File: config.mk
export PLATFORM = sky130hd
export DESIGN_NAME = jk_cmd_sequencer
export DESIGN_NICKNAME = d
export VERILOG_FILES = /design/src/rtl/jk_cmd_sequencer.sv
export SDC_FILE = /design/constraint.sdc
export NUM_CORES = 1
export LEC_CHECK = 0
export CAP_MARGIN = 0
export CELL_PAD_IN_SITES_DETAIL_PLACEMENT = 1
export CELL_PAD_IN_SITES_GLOBAL_PLACEMENT = 1
export CORE_MARGIN = 8
export CORE_UTILIZATION = 35
export CTS_CLUSTER_DIAMETER = 60
export DETAILED_ROUTE_END_ITERATION = 10
export GPL_ROUTABILITY_DRIVEN = 0
export GPL_TIMING_DRIVEN = 0
export PLACE_DENSITY = 0.6
export RECOVER_POWER = 25
export SETUP_SLACK_MARGIN = 0.5
export SLEW_MARGIN = 20
export SYNTH_ARGS = -nofsm -noshare
export SYNTH_HDL_FRONTEND = slang
export SYNTH_SLANG_ARGS = --single-unit
export TNS_END_PERCENT = 1
File: constraint.sdc
create_clock -name clk -period 3.3 [get_ports clk]
set_input_delay 0.66 -clock clk [delete_from_list [all_inputs] [get_ports clk]]
set_output_delay 0.66 -clock clk [all_outputs]
set_load 0.01 [all_outputs]
File: src/rtl/jk_cmd_sequencer.sv
// Command FIFO feeding a JK flip-flop driver: each command holds {j,k} for a
// programmable number of cycles. Optional q prediction via JK_CMD_SEQUENCER_SHADOW_EN.
module jk_cmd_sequencer #(
  parameter int DEPTH = 4,
  parameter int LEN_W = 4
) (
  input  logic             clk,
  input  logic             rst,
  input  logic             cmd_valid,
  output logic             cmd_ready,
  input  logic [1:0]       cmd_op,
  input  logic [LEN_W-1:0] cmd_len,
  output logic             j,
  output logic             k,
  output logic             busy,
  output logic             done,
  output logic             q_shadow
);

  localparam int AW = (DEPTH > 1) ? $clog2(DEPTH) : 1;
  localparam int CW = AW + 1;
  localparam int NW = LEN_W + 1;
  localparam int EW = LEN_W + 2;

  typedef enum logic {IDLE, DRIVE} state_t;

  logic [EW-1:0]    mem [DEPTH];
  logic [AW-1:0]    wr_ptr;
  logic [AW-1:0]    rd_ptr;
  logic [CW-1:0]    count;
  logic [NW-1:0]    cnt;
  state_t           state;

  logic             full;
  logic             empty;
  logic             push;
  logic             pop;
  logic [EW-1:0]    head;
  logic [1:0]       head_op;
  logic [NW-1:0]    head_cycles;

  // A zero length field stands for the full 2^LEN_W cycle span.
  function automatic logic [NW-1:0] expand_len(input logic [LEN_W-1:0] len);
    if (len == '0)
      expand_len = {1'b1, {LEN_W{1'b0}}};
    else
      expand_len = {1'b0, len};
  endfunction

  assign full        = (count == CW'(DEPTH));
  assign empty       = (count == '0);
  assign cmd_ready   = !full;
  assign push        = cmd_valid && !full;
  assign head        = mem[rd_ptr];
  assign head_op     = head[EW-1:LEN_W];
  assign head_cycles = expand_len(head[LEN_W-1:0]);

  // The head is consumed either from IDLE or on the final drive cycle, so
  // consecutive commands run without a bubble.
  assign pop  = !empty && ((state == IDLE) || (cnt == NW'(1)));
  assign busy = (state == DRIVE) || !empty;

  // FIFO storage carries data only; occupancy and pointers gate its validity.
  always_ff @(posedge clk) begin
    if (push && !rst)
      mem[wr_ptr] <= {cmd_op, cmd_len};
  end

  always_ff @(posedge clk) begin
    if (rst) begin
      wr_ptr <= '0;
      rd_ptr <= '0;
      count  <= '0;
    end else begin
      if (push)
        wr_ptr <= wr_ptr + AW'(1);
      if (pop)
        rd_ptr <= rd_ptr + AW'(1);
      case ({push, pop})
        2'b10:   count <= count + CW'(1);
        2'b01:   count <= count - CW'(1);
        default: count <= count;
      endcase
    end
  end

  always_ff @(posedge clk) begin
    if (rst) begin
      state <= IDLE;
      cnt   <= '0;
      j     <= 1'b0;
      k     <= 1'b0;
      done  <= 1'b0;
    end else begin
      case (state)
        IDLE: begin
          if (pop) begin
            state <= DRIVE;
            j     <= head_op[1];
            k     <= head_op[0];
            cnt   <= head_cycles;
            done  <= (head_cycles == NW'(1));
          end else begin
            j    <= 1'b0;
            k    <= 1'b0;
            done <= 1'b0;
          end
        end
        DRIVE: begin
          if (cnt == NW'(1)) begin
            if (pop) begin
              j    <= head_op[1];
              k    <= head_op[0];
              cnt  <= head_cycles;
              done <= (head_cycles == NW'(1));
            end else begin
              state <= IDLE;
              j     <= 1'b0;
              k     <= 1'b0;
              cnt   <= '0;
              done  <= 1'b0;
            end
          end else begin
            cnt  <= cnt - NW'(1);
            done <= (cnt == NW'(2));
          end
        end
        default: begin
          state <= IDLE;
          j     <= 1'b0;
          k     <= 1'b0;
          cnt   <= '0;
          done  <= 1'b0;
        end
      endcase
    end
  end

`ifdef JK_CMD_SEQUENCER_SHADOW_EN
  logic q_reg;

  // Mirrors the downstream flop, which samples the same registered j/k.
  always_ff @(posedge clk) begin
    if (rst) begin
      q_reg <= 1'b0;
    end else begin
      case ({j, k})
        2'b01:   q_reg <= 1'b0;
        2'b10:   q_reg <= 1'b1;
        2'b11:   q_reg <= ~q_reg;
        default: q_reg <= q_reg;
      endcase
    end
  end

  assign q_shadow = q_reg;
`else
  assign q_shadow = 1'b0;
`endif

endmodule
==> flow_metrics.env, run 1 <==
export IMPL_outcome="finished clean"
export IMPL_drcViolationCount=0
export IMPL_min_period_ns=2.68
export IMPL_r2r_setup_slack_ns=0.62
export IMPL_synth_nets=164
export IMPL_cp_slowest_cell="or4b_4"
export IMPL_sequentialPowerShare_pct=37.3
export IMPL_die_area_um2=7950
export IMPL_critPathMaxFanout=5
export IMPL_dpl_hpwl_mm=2.79
export IMPL_grtUsageTotal_pct=10.9
export IMPL_syn_inst=146
export IMPL_rsz0062_at_grt="no"
export IMPL_n_fill_cell=572
export IMPL_synth_distinct_cells=41
export IMPL_path_delay_family="simple AND/OR/NAND/NOR gates"
export IMPL_cts_clk_slew_worst_paths_ns=0.08
export IMPL_clockBufferDepth=2
export IMPL_first_iter_violations=56
export IMPL_period_share_pct=81.3
export IMPL_drive_above_1_share_pct=13.2
export IMPL_path_cells="inv_1 > ha_2 > or4b_4 > a21oi_4 > ha_1 > inv_1 > fa_1 > xor2_1 > or3_1 > a21oi_1"
export IMPL_startpoint_type="register"
export IMPL_ioPinCount=15
export IMPL_comb_power_share_pct=38.5
export IMPL_clock_skew_ns=0.00385
export IMPL_wirelength_mm=3.86
export IMPL_htreeDepth=2
export IMPL_numCtsBuffers=5
export IMPL_layout_common_cells="edfxtp_1, dfxtp_1, nor2_1"
export IMPL_cp_num_buf_inv=2
export IMPL_hp_class="reg -> reg"
export IMPL_wl_per_cell_um=16.3
export IMPL_initial_core_util_pct=36.5
export IMPL_p_int_uw=1310
export IMPL_ir_worst_vdd_v=0.000290
export IMPL_critPathKind="reg -> reg"
export IMPL_yosysWarnings=0
export IMPL_tightest_slew_ns=0.600
export IMPL_ys_seq_area_share_pct=57.7
export IMPL_mostFrequentLayoutCell="edfxtp_1"
export IMPL_critical_path_max_stage_delay_ns=0.52
export IMPL_p_per_area_nw_per_um2=890
export IMPL_dpl_cell_count=228
export IMPL_seqCellArea_um2=1080
export IMPL_critPathCaptureType="register"
export IMPL_die_x_um=89.2
export IMPL_grt_max_degree=15
export IMPL_root_buffer="clkbuf_8"
export IMPL_num_antenna_cells=0
export IMPL_power_share_switching_pct=34.4
export IMPL_slew_viol_final=0
export IMPL_drt_vias_per_instance=5.03
export IMPL_cp_required_ns=3.52
export IMPL_clock_sinks=42
export IMPL_core_region_area_um2=5140
export IMPL_area_growth_pct=19.7
export IMPL_multiInputGateArea_um2=742
export IMPL_cts_tree="built"
export IMPL_p_sw_uw=686
export IMPL_syn_area_per_cell_um2=12.8
export IMPL_hold_violations=0
export IMPL_synth_area_um2=1870
export IMPL_portBuffers=12
export IMPL_ant_nets=0
export IMPL_rows=26
export IMPL_critical_path_arrival_ns=2.91
export IMPL_finalSetupTns_ns=0
export IMPL_grt_overflow=0
export IMPL_total_leakage_power_uw=0.000793
export IMPL_die_h_um=89.2
export IMPL_grt_pass1_vias=1293
export IMPL_clk_latency_ns=0.29
export IMPL_relSlewSlack_pct=60.0
export IMPL_final_cells=237
export IMPL_synth_seq_cells=42
export IMPL_antenna_found_initial=0
export IMPL_num_vias=1192
export IMPL_max_freq_ghz=0.373
export IMPL_critPathMostFrequentCell="inv_1"
export IMPL_grt_pass1_wl_mm=6.49
export IMPL_nets=184
export IMPL_clkPwrFrac_pct=24.2
export IMPL_max_cap_violations=0
export IMPL_finalSetupViolCount=0
export IMPL_dr_pass1_iters=4
## cell type report
| type | count | share of cell area, % |
|---|---|---|
| tap | 70 | 3.90 |
| multi-input combinational | 89 | 33.1 |
| sequential | 42 | 48.2 |
| inverter | 10 | 1.67 |
| clock inverter | 3 | 3.07 |
| buffer | 5 | 1.34 |
| timing repair buffer | 13 | 5.69 |
| clock buffer | 5 | 3.07 |
## routing by layer
layer	wire length, um	vias to the layer above	GRT usage [%]
met5	0	-	0
met4	36	0	3.17
met3	135	4	3.22
met2	1930	15	18.0
met1	1760	593	13.2
li1	-	580	-
## logic make-up after synthesis
kind of cell | Yosys count | share of synthesized area [%]
buffers and inverters | 15 | 3.61
adders and majority gates | 9 | 6.41
other | 1 | 0.200
muxes | 6 | 8.01
AOI/OAI and AO/OA | 26 | 9.48
xor gates and xnor gates | 5 | 2.34
DFF | 42 | 57.7
and+or+nand+nor | 42 | 12.3
## stage by stage
stage	hold slack, ns	utilization [%]	worst slack, ns	area (um2)	power, uW
after global routing	0.583	43.6	0.502	2240	2130
after global placement	0.487	40.5	0.458	2080	1450
final	0.521	43.6	0.616	2240	2000
after floorplan	0.469	-	0.702	1870	1270
after detailed placement	0.504	40.5	0.393	2080	1480
after CTS	0.524	43.5	0.465	2230	2000
## power groups by stage
stage | logic [uW] | clock network (uW) | registers (uW)
3_5_place_dp | 731 | 0 | 753
5_1_grt | 854 | 517 | 760
4_1_cts | 754 | 499 | 744
3_3_place_gp | 709 | 0 | 744
6_report | 768 | 484 | 745
2_1_floorplan | 541 | 0 | 728
## registers in the layout (all words and copies together) (netlist names), named ones only
register / count
mem: 24
cnt: 5
count: 3
rd_ptr: 2
wr_ptr: 2
done: 1
j: 1
k: 1
state: 1
## worst register-to-register path, cell delays in order (launching register included)
cell	delay (ns)
dfxtp_1	0.36
inv_1	0.10
ha_2	0.22
or4b_4	0.52
a21oi_4	0.17
ha_1	0.20
inv_1	0.06
fa_1	0.37
xor2_1	0.16
or3_1	0.31
a21oi_1	0.14
## cell usage after synthesis
cell       number  share of area (%)
a311o_1         1               0.53
o31ai_1         1               0.40
dfxtp_1        18                 19
and2_1          4                1.3
a221oi_1        1               0.47
or3_1           2               0.67
a2bb2oi_1       1               0.47
o21ai_0         4                1.1
inv_1          10                2.0
nand4b_1        1               0.47
nor3_1          1               0.27
or4b_4          1               0.73
nor4b_1         1               0.47
nand2_1         7                1.4
xnor2_1         2               0.93
conb_1          1               0.20
a31oi_1         3                1.0
buf_1           1               0.20
o211ai_1        2               0.80
nand3_1         2               0.53
o22ai_2         2                1.3
buf_6           1               0.60
mux4_2          2                2.4
nand2b_1        1               0.33
edfxtp_1       24                 38
or4_4           1               0.60
ha_1            8                5.3
clkbuf_1        2               0.40
and3_1          2               0.67
or4_1           1               0.40
a21oi_2         1               0.47
xor2_1          3                1.4
a21oi_1         8                2.1
fa_1            1                1.1
buf_4           1               0.40
nor4_1          2               0.67
mux4_1          4                5.6
a21o_1          1               0.40
a211oi_1        1               0.40
or3b_2          2               0.93
nor2_1         14                2.8
## final timing paths
check | depth (start not counted) | to | startpoint
max | 10 | count[2] | cnt[1]
min reg2reg | 2 | wr_ptr[1] | wr_ptr[1]
max reg2reg | 10 | count[2] | cnt[1]
min | 2 | wr_ptr[1] | wr_ptr[1]
## timing repair
| item | 4_1_cts | 5_1_grt |
|---|---|---|
| hold buffers | 0 | 0 |
| pin swaps | 0 | 1 |
| gates resized for setup | 2 | 1 |
| buffers inserted | 0 | 1 |
| setup endpoints to repair | 2 | 1 |
Power figures use the tool's default switching activity.
==> run 2, diff against run 1 <==
clock period = 2.7 ns   (was 3.3 ns; I/O delays follow)
==> run 2 against run 1 <==
  * Fmax grew 11%
  * Worst setup slack lost 0.34 ns
  * Hold slack lost 0.0015 ns
  * Non-clock buffer count grew 6
  * Wire length grew 2.6%
  * First-iteration DRC count shrank 46%
  * Combinational power grew 37%
  * Critical path type unchanged
  * Critical endpoint unchanged
  * Largest power group unchanged
==> flow_metrics.env, run 2 (synthesized netlist as in run 1, its figures left out) <==
export IMPL_die_x_um=89.2
export IMPL_total_power_uw=2460
export IMPL_tightest_slew_ns=0.576
export IMPL_cts_tree="built"
export IMPL_cp_required_ns=2.92
export IMPL_grt_overflow=0
export IMPL_min_period_ns=2.43
export IMPL_hp_class="reg -> reg"
export IMPL_grt_pass1_vias=1332
export IMPL_die_area_um2=7950
export IMPL_clockBufferDepth=2
export IMPL_hold_violations=0
export IMPL_max_cap_violations=0
export IMPL_initial_core_util_pct=36.5
export IMPL_num_vias=1212
export IMPL_finalSetupViolCount=0
export IMPL_root_buffer="clkbuf_8"
export IMPL_p_per_area_nw_per_um2=1070
export IMPL_regMostFlops="mem"
export IMPL_r2r_cells=10
export IMPL_htreeDepth=2
export IMPL_drt_vias_per_instance=4.99
export IMPL_worst_slack_ns=0.274
export IMPL_num_antenna_cells=0
export IMPL_area_growth_pct=22.2
export IMPL_fin_area_um2=2290
export IMPL_rsz0062_at_grt="yes"
export IMPL_drive_above_1_share_pct=17.9
export IMPL_clock_sinks=42
export IMPL_startpoint_type="register"
export IMPL_place_ws_ns=0.0801
export IMPL_numCtsBuffers=5
export IMPL_final_cells=243
export IMPL_nets=190
export IMPL_critPathMaxFanout=2
export IMPL_rows=26
export IMPL_largest_registers="mem x24, cnt x5, count x3"
export IMPL_grt_max_degree=13
export IMPL_ir_worst_vdd_v=0.000346
export IMPL_wl_per_cell_um=16.3
export IMPL_relSlewSlack_pct=61.6
export IMPL_reg2reg_to="count[2]"
export IMPL_critPathCaptureType="register"
export IMPL_clock_skew_ns=0.00931
export IMPL_largest_reg_flops=24
export IMPL_antenna_found_initial=0
export IMPL_die_h_um=89.2
export IMPL_mostFrequentLayoutCell="edfxtp_1"
export IMPL_reg2reg_from="cnt[1]"
export IMPL_dpl_hpwl_mm=2.84
export IMPL_outcome="finished clean"
export IMPL_layout_common_cells="edfxtp_1, dfxtp_1, nor2_1"
export IMPL_ant_nets=0
export IMPL_grt_pass1_wl_mm=6.56
export IMPL_n_fill_cell=563
export IMPL_slew_viol_final=0
export IMPL_drcViolationCount=0
export IMPL_max_freq_ghz=0.412
export IMPL_grtUsageTotal_pct=11.0
export IMPL_critPathKind="reg -> reg"
export IMPL_clk_latency_ns=0.29
export IMPL_placed_area_um2=2110
export IMPL_hold_path_cell_count=2
export IMPL_dpl_cell_count=228
export IMPL_r2r_setup_slack_ns=0.27
export IMPL_ioPinCount=15
export IMPL_portBuffers=12
export IMPL_dr_pass1_iters=4
export IMPL_worstHoldEndpoint="wr_ptr[1]"
export IMPL_holdBufCountCts=0
export IMPL_wirelength_mm=3.96
export IMPL_total_leakage_power_uw=0.000812
export IMPL_cts_clk_slew_worst_paths_ns=0.08
export IMPL_core_region_area_um2=5140
export IMPL_period_share_pct=89.9
export IMPL_hold_start="wr_ptr[1]"
export IMPL_first_iter_violations=30
export IMPL_finalSetupTns_ns=0
export IMPL_critical_path_arrival_ns=2.65
run 2: worst max-delay path by stage:
stage          slack (ns)   start  endpoint  depth (start not counted)
6_report             0.27  cnt[1]  count[2]                         10
5_1_grt              0.19  cnt[1]  count[2]                         10
4_1_cts              0.22  cnt[1]  count[2]                         10
3_5_place_dp         0.08  cnt[1]  count[2]                         10
3_3_place_gp         0.15  cnt[1]  count[2]                         10
2_1_floorplan        0.30  cnt[1]  count[2]                         10
run 2: final cells by class:
class	count	area [um2]	share of cell area, %
buffer	5	30.0	1.31
clock buffer	7	76.3	3.33
clock inverter	1	30.0	1.31
inverter	10	40.0	1.75
multi-input combinational	89	766	33.4
sequential	42	1090	47.5
tap	70	87.6	3.82
timing repair buffer	19	173	7.54
run 2: repair_timing:
item,in CTS,in global routing
setup endpoints to repair,4,4
pin swaps,3,3
setup buffers,5,2
resized for setup,4,1
run 2: per-stage QoR:
stage / hold slack [ns] / util [%]
floorplan: 0.469 / -
global placement: 0.489 / 41.0
detailed placement: 0.509 / 41.0
CTS: 0.521 / 44.2
global route: 0.555 / 44.6
finish: 0.520 / 44.6
run 2: layer usage:
layer | vias to the layer above | share of wire [%] | track usage [%]
li1 | 591 | - | -
met1 | 597 | 44 | 13.1
met2 | 20 | 52 | 18.9
met3 | 4 | 3.6 | 3.03
met4 | 0 | 0.76 | 3.17
met5 | - | 0 | 0
run 2: worst max-delay path, stage by stage, from the launching register on:
cell and delay, ns:
dfxtp_4 0.36, inv_4 0.06, ha_4 0.12, or4b_4 0.49
a21oi_4 0.16, ha_2 0.20, inv_1 0.05, fa_2 0.33
xor2_1 0.16, or3_1 0.31, a21oi_1 0.13
run 2: where the power goes:
part | internal [uW] | leakage [uW] | switching, uW
combinational | 520 | 0.000393 | 530
clock | 277 | 0.0000524 | 205
sequential | 802 | 0.000367 | 122
==> run 3, diff against run 2 <==
CORE_MARGIN = 10   (was 8)
CORE_UTILIZATION = 45   (was 35)
GPL_ROUTABILITY_DRIVEN = default   (was 0)
PLACE_DENSITY = 0.75   (was 0.6)
==> run 3 against run 2 <==
  * Critical path type unchanged
  * Power up 0.44%
  * Clock power about the same
  * Critical endpoint unchanged
  * Hold slack better by 0.023 ns
  * Fmax down 2.1%
  * Non-clock buffer count down 3
  * Clock skew up 0.0017 ns
  * Wire length up 2.5%
  * Via count up 2.1%
  * Register-to-register slack worse by 0.05 ns
==> flow_metrics.env, run 3 (synthesized netlist as in run 1, its figures left out) <==
export IMPL_place_ws_ns=0.0544
export IMPL_wl_met2_mm=2.15
export IMPL_finalSetupViolCount=0
export IMPL_portBuffers=12
export IMPL_dpl_hpwl_mm=2.88
export IMPL_dr_pass1_iters=6
export IMPL_root_buffer="clkbuf_8"
export IMPL_clockBufferDepth=2
export IMPL_min_period_ns=2.48
export IMPL_nets=187
export IMPL_die_area_um2=7150
export IMPL_n_fill_cell=413
export IMPL_grt_max_degree=14
export IMPL_critPathMaxFanout=5
export IMPL_total_leakage_power_uw=0.000799
export IMPL_rsz0062_at_grt="yes"
export IMPL_clkPwrFrac_pct=19.6
export IMPL_max_cap_violations=0
export IMPL_regMostFlops="mem"
export IMPL_outcome="finished clean"
export IMPL_slew_viol_final=0
export IMPL_critPathKind="reg -> reg"
export IMPL_clock_sinks=42
export IMPL_sequentialPowerShare_pct=37.5
export IMPL_hp_class="reg -> reg"
export IMPL_core_region_area_um2=4030
export IMPL_post_route_util_pct=56.0
export IMPL_largest_reg_flops=24
export IMPL_cts_tree="built"
export IMPL_num_antenna_cells=0
export IMPL_comb_power_share_pct=42.9
export IMPL_layout_common_cells="edfxtp_1, dfxtp_1, nor2_1"
export IMPL_reg2reg_from="cnt[1]"
export IMPL_p_per_area_nw_per_um2=1090
export IMPL_period_share_pct=91.8
export IMPL_finalSetupTns_ns=0
export IMPL_critical_path_max_stage_delay_ns=0.49
export IMPL_ir_worst_vdd_v=0.000441
export IMPL_critPathCaptureType="register"
export IMPL_tightest_slew_ns=0.574
export IMPL_p_int_uw=1580
export IMPL_grt_pass1_vias=1323
export IMPL_drt_vias_per_instance=5.62
export IMPL_total_power_uw=2470
export IMPL_ant_nets=0
export IMPL_die_x_um=84.5
export IMPL_cts_clk_slew_worst_paths_ns=0.08
export IMPL_antenna_found_initial=0
export IMPL_r2r_cells=10
export IMPL_r2r_setup_slack_ns=0.22
export IMPL_area_growth_pct=20.3
export IMPL_worst_slack_ns=0.222
export IMPL_place_congestion=0.800
export IMPL_route_top_layer_used="met4"
export IMPL_first_iter_violations=92
export IMPL_max_freq_ghz=0.404
export IMPL_crit_path_start="cnt[1]"
export IMPL_cp_required_ns=2.92
export IMPL_num_vias=1237
export IMPL_grtUsageTotal_pct=11.7
export IMPL_drt_met1_wl_mm=1.72
export IMPL_htreeDepth=2
export IMPL_wl_met3_um=99
export IMPL_drive_above_1_share_pct=18.8
export IMPL_clk_latency_ns=0.29
export IMPL_holdBufCountCts=0
export IMPL_grt_overflow=0
export IMPL_grt_pass1_wl_mm=6.74
export IMPL_clock_skew_ns=0.0110
export IMPL_numCtsBuffers=5
export IMPL_ioPinCount=15
export IMPL_wl_per_cell_um=18.5
export IMPL_mostFrequentLayoutCell="edfxtp_1"
export IMPL_largest_registers="mem x24, cnt x5, count x3"
export IMPL_hold_violations=0
export IMPL_crit_end="count[2]"
export IMPL_path_cells="inv_2 > ha_4 > or4b_4 > a21oi_4 > ha_4 > inv_1 > fa_2 > xor2_1 > or3_1 > a21oi_2"
export IMPL_critical_path_arrival_ns=2.70
export IMPL_hold_path_cell_count=2
export IMPL_initial_core_util_pct=46.5
export IMPL_drcViolationCount=0
export IMPL_reg2reg_to="count[2]"
export IMPL_p_sw_uw=884
export IMPL_die_h_um=84.5
export IMPL_wirelength_mm=4.06
export IMPL_power_share_switching_pct=35.9
export IMPL_startpoint_type="register"
export IMPL_rows=23
export IMPL_critPathMostFrequentCell="ha_4"
export IMPL_cp_slowest_cell="or4b_4"
export IMPL_relSlewSlack_pct=61.2
run 3: cell count changes in the layout (fill, tap and decap cells not counted), moves of 2 or more:
cell and delta:
dfxtp_2 +2, buf_4 -3, dfxtp_4 -2, clkbuf_1 -2
run 3: stage by stage:
step                      instances  hold WS (ns)  instance area (um2)
after floorplan                 146         0.469                 1900
after global placement          208         0.484                 2080
after detailed placement        208         0.531                 2080
after CTS                       219         0.544                 2240
after global routing            220         0.576                 2250
final                           220         0.542                 2250
run 3: how the worst min path moves through the flow:
stage	from	end	slack (ns)
5_1_grt	wr_ptr[1]	wr_ptr[1]	0.58
4_1_cts	wr_ptr[1]	wr_ptr[1]	0.54
3_5_place_dp	wr_ptr[1]	wr_ptr[1]	0.53
3_3_place_gp	wr_ptr[1]	wr_ptr[1]	0.48
6_report	wr_ptr[1]	wr_ptr[1]	0.54
2_1_floorplan	wr_ptr[1]	wr_ptr[1]	0.47
run 3: cell type report:
type | instances | area [um2] | area share (%)
inverters | 10 | 37.5 | 1.66
clock buffers | 5 | 68.8 | 3.05
clock inverters | 3 | 40.0 | 1.78
well taps | 50 | 62.6 | 2.77
plain buffers | 5 | 30.0 | 1.33
flip-flops and latches | 42 | 1080 | 48.1
multi-input cells | 89 | 782 | 34.7
repair buffers | 16 | 150 | 6.66
run 3: power by group through the flow:
stage	clock, uW	sequential, uW	combinational [uW]
after floorplan	0	897	692
after global placement	0	914	890
after detailed placement	0	928	933
after CTS	493	924	1040
after global routing	525	945	1170
final	485	925	1060
run 3: repair_timing:
action,CTS,global route
resized for setup,4,1
endpoints found under the setup margin,4,4
setup buffers,3,1
pin swaps,2,1
cloned,0,0
run 3: metal layers:
metal  GRT usage, %  vias up
met3           2.61       11
li1               -      585
met4           4.49        0
met5              0        -
met1           12.8      617
met2           21.3       24
run 3: critical path, delay by kind of cell, from the launching register on:
family                   cells  cell delay (ns)
AND/OR/NAND/NOR              2             0.82
adder cells (fa/ha/maj)      3             0.64
flip-flops                   1             0.35
AO/OA/AOI/OAI                2             0.31
XOR/XNOR                     1             0.15
buffers and inverters        2             0.13
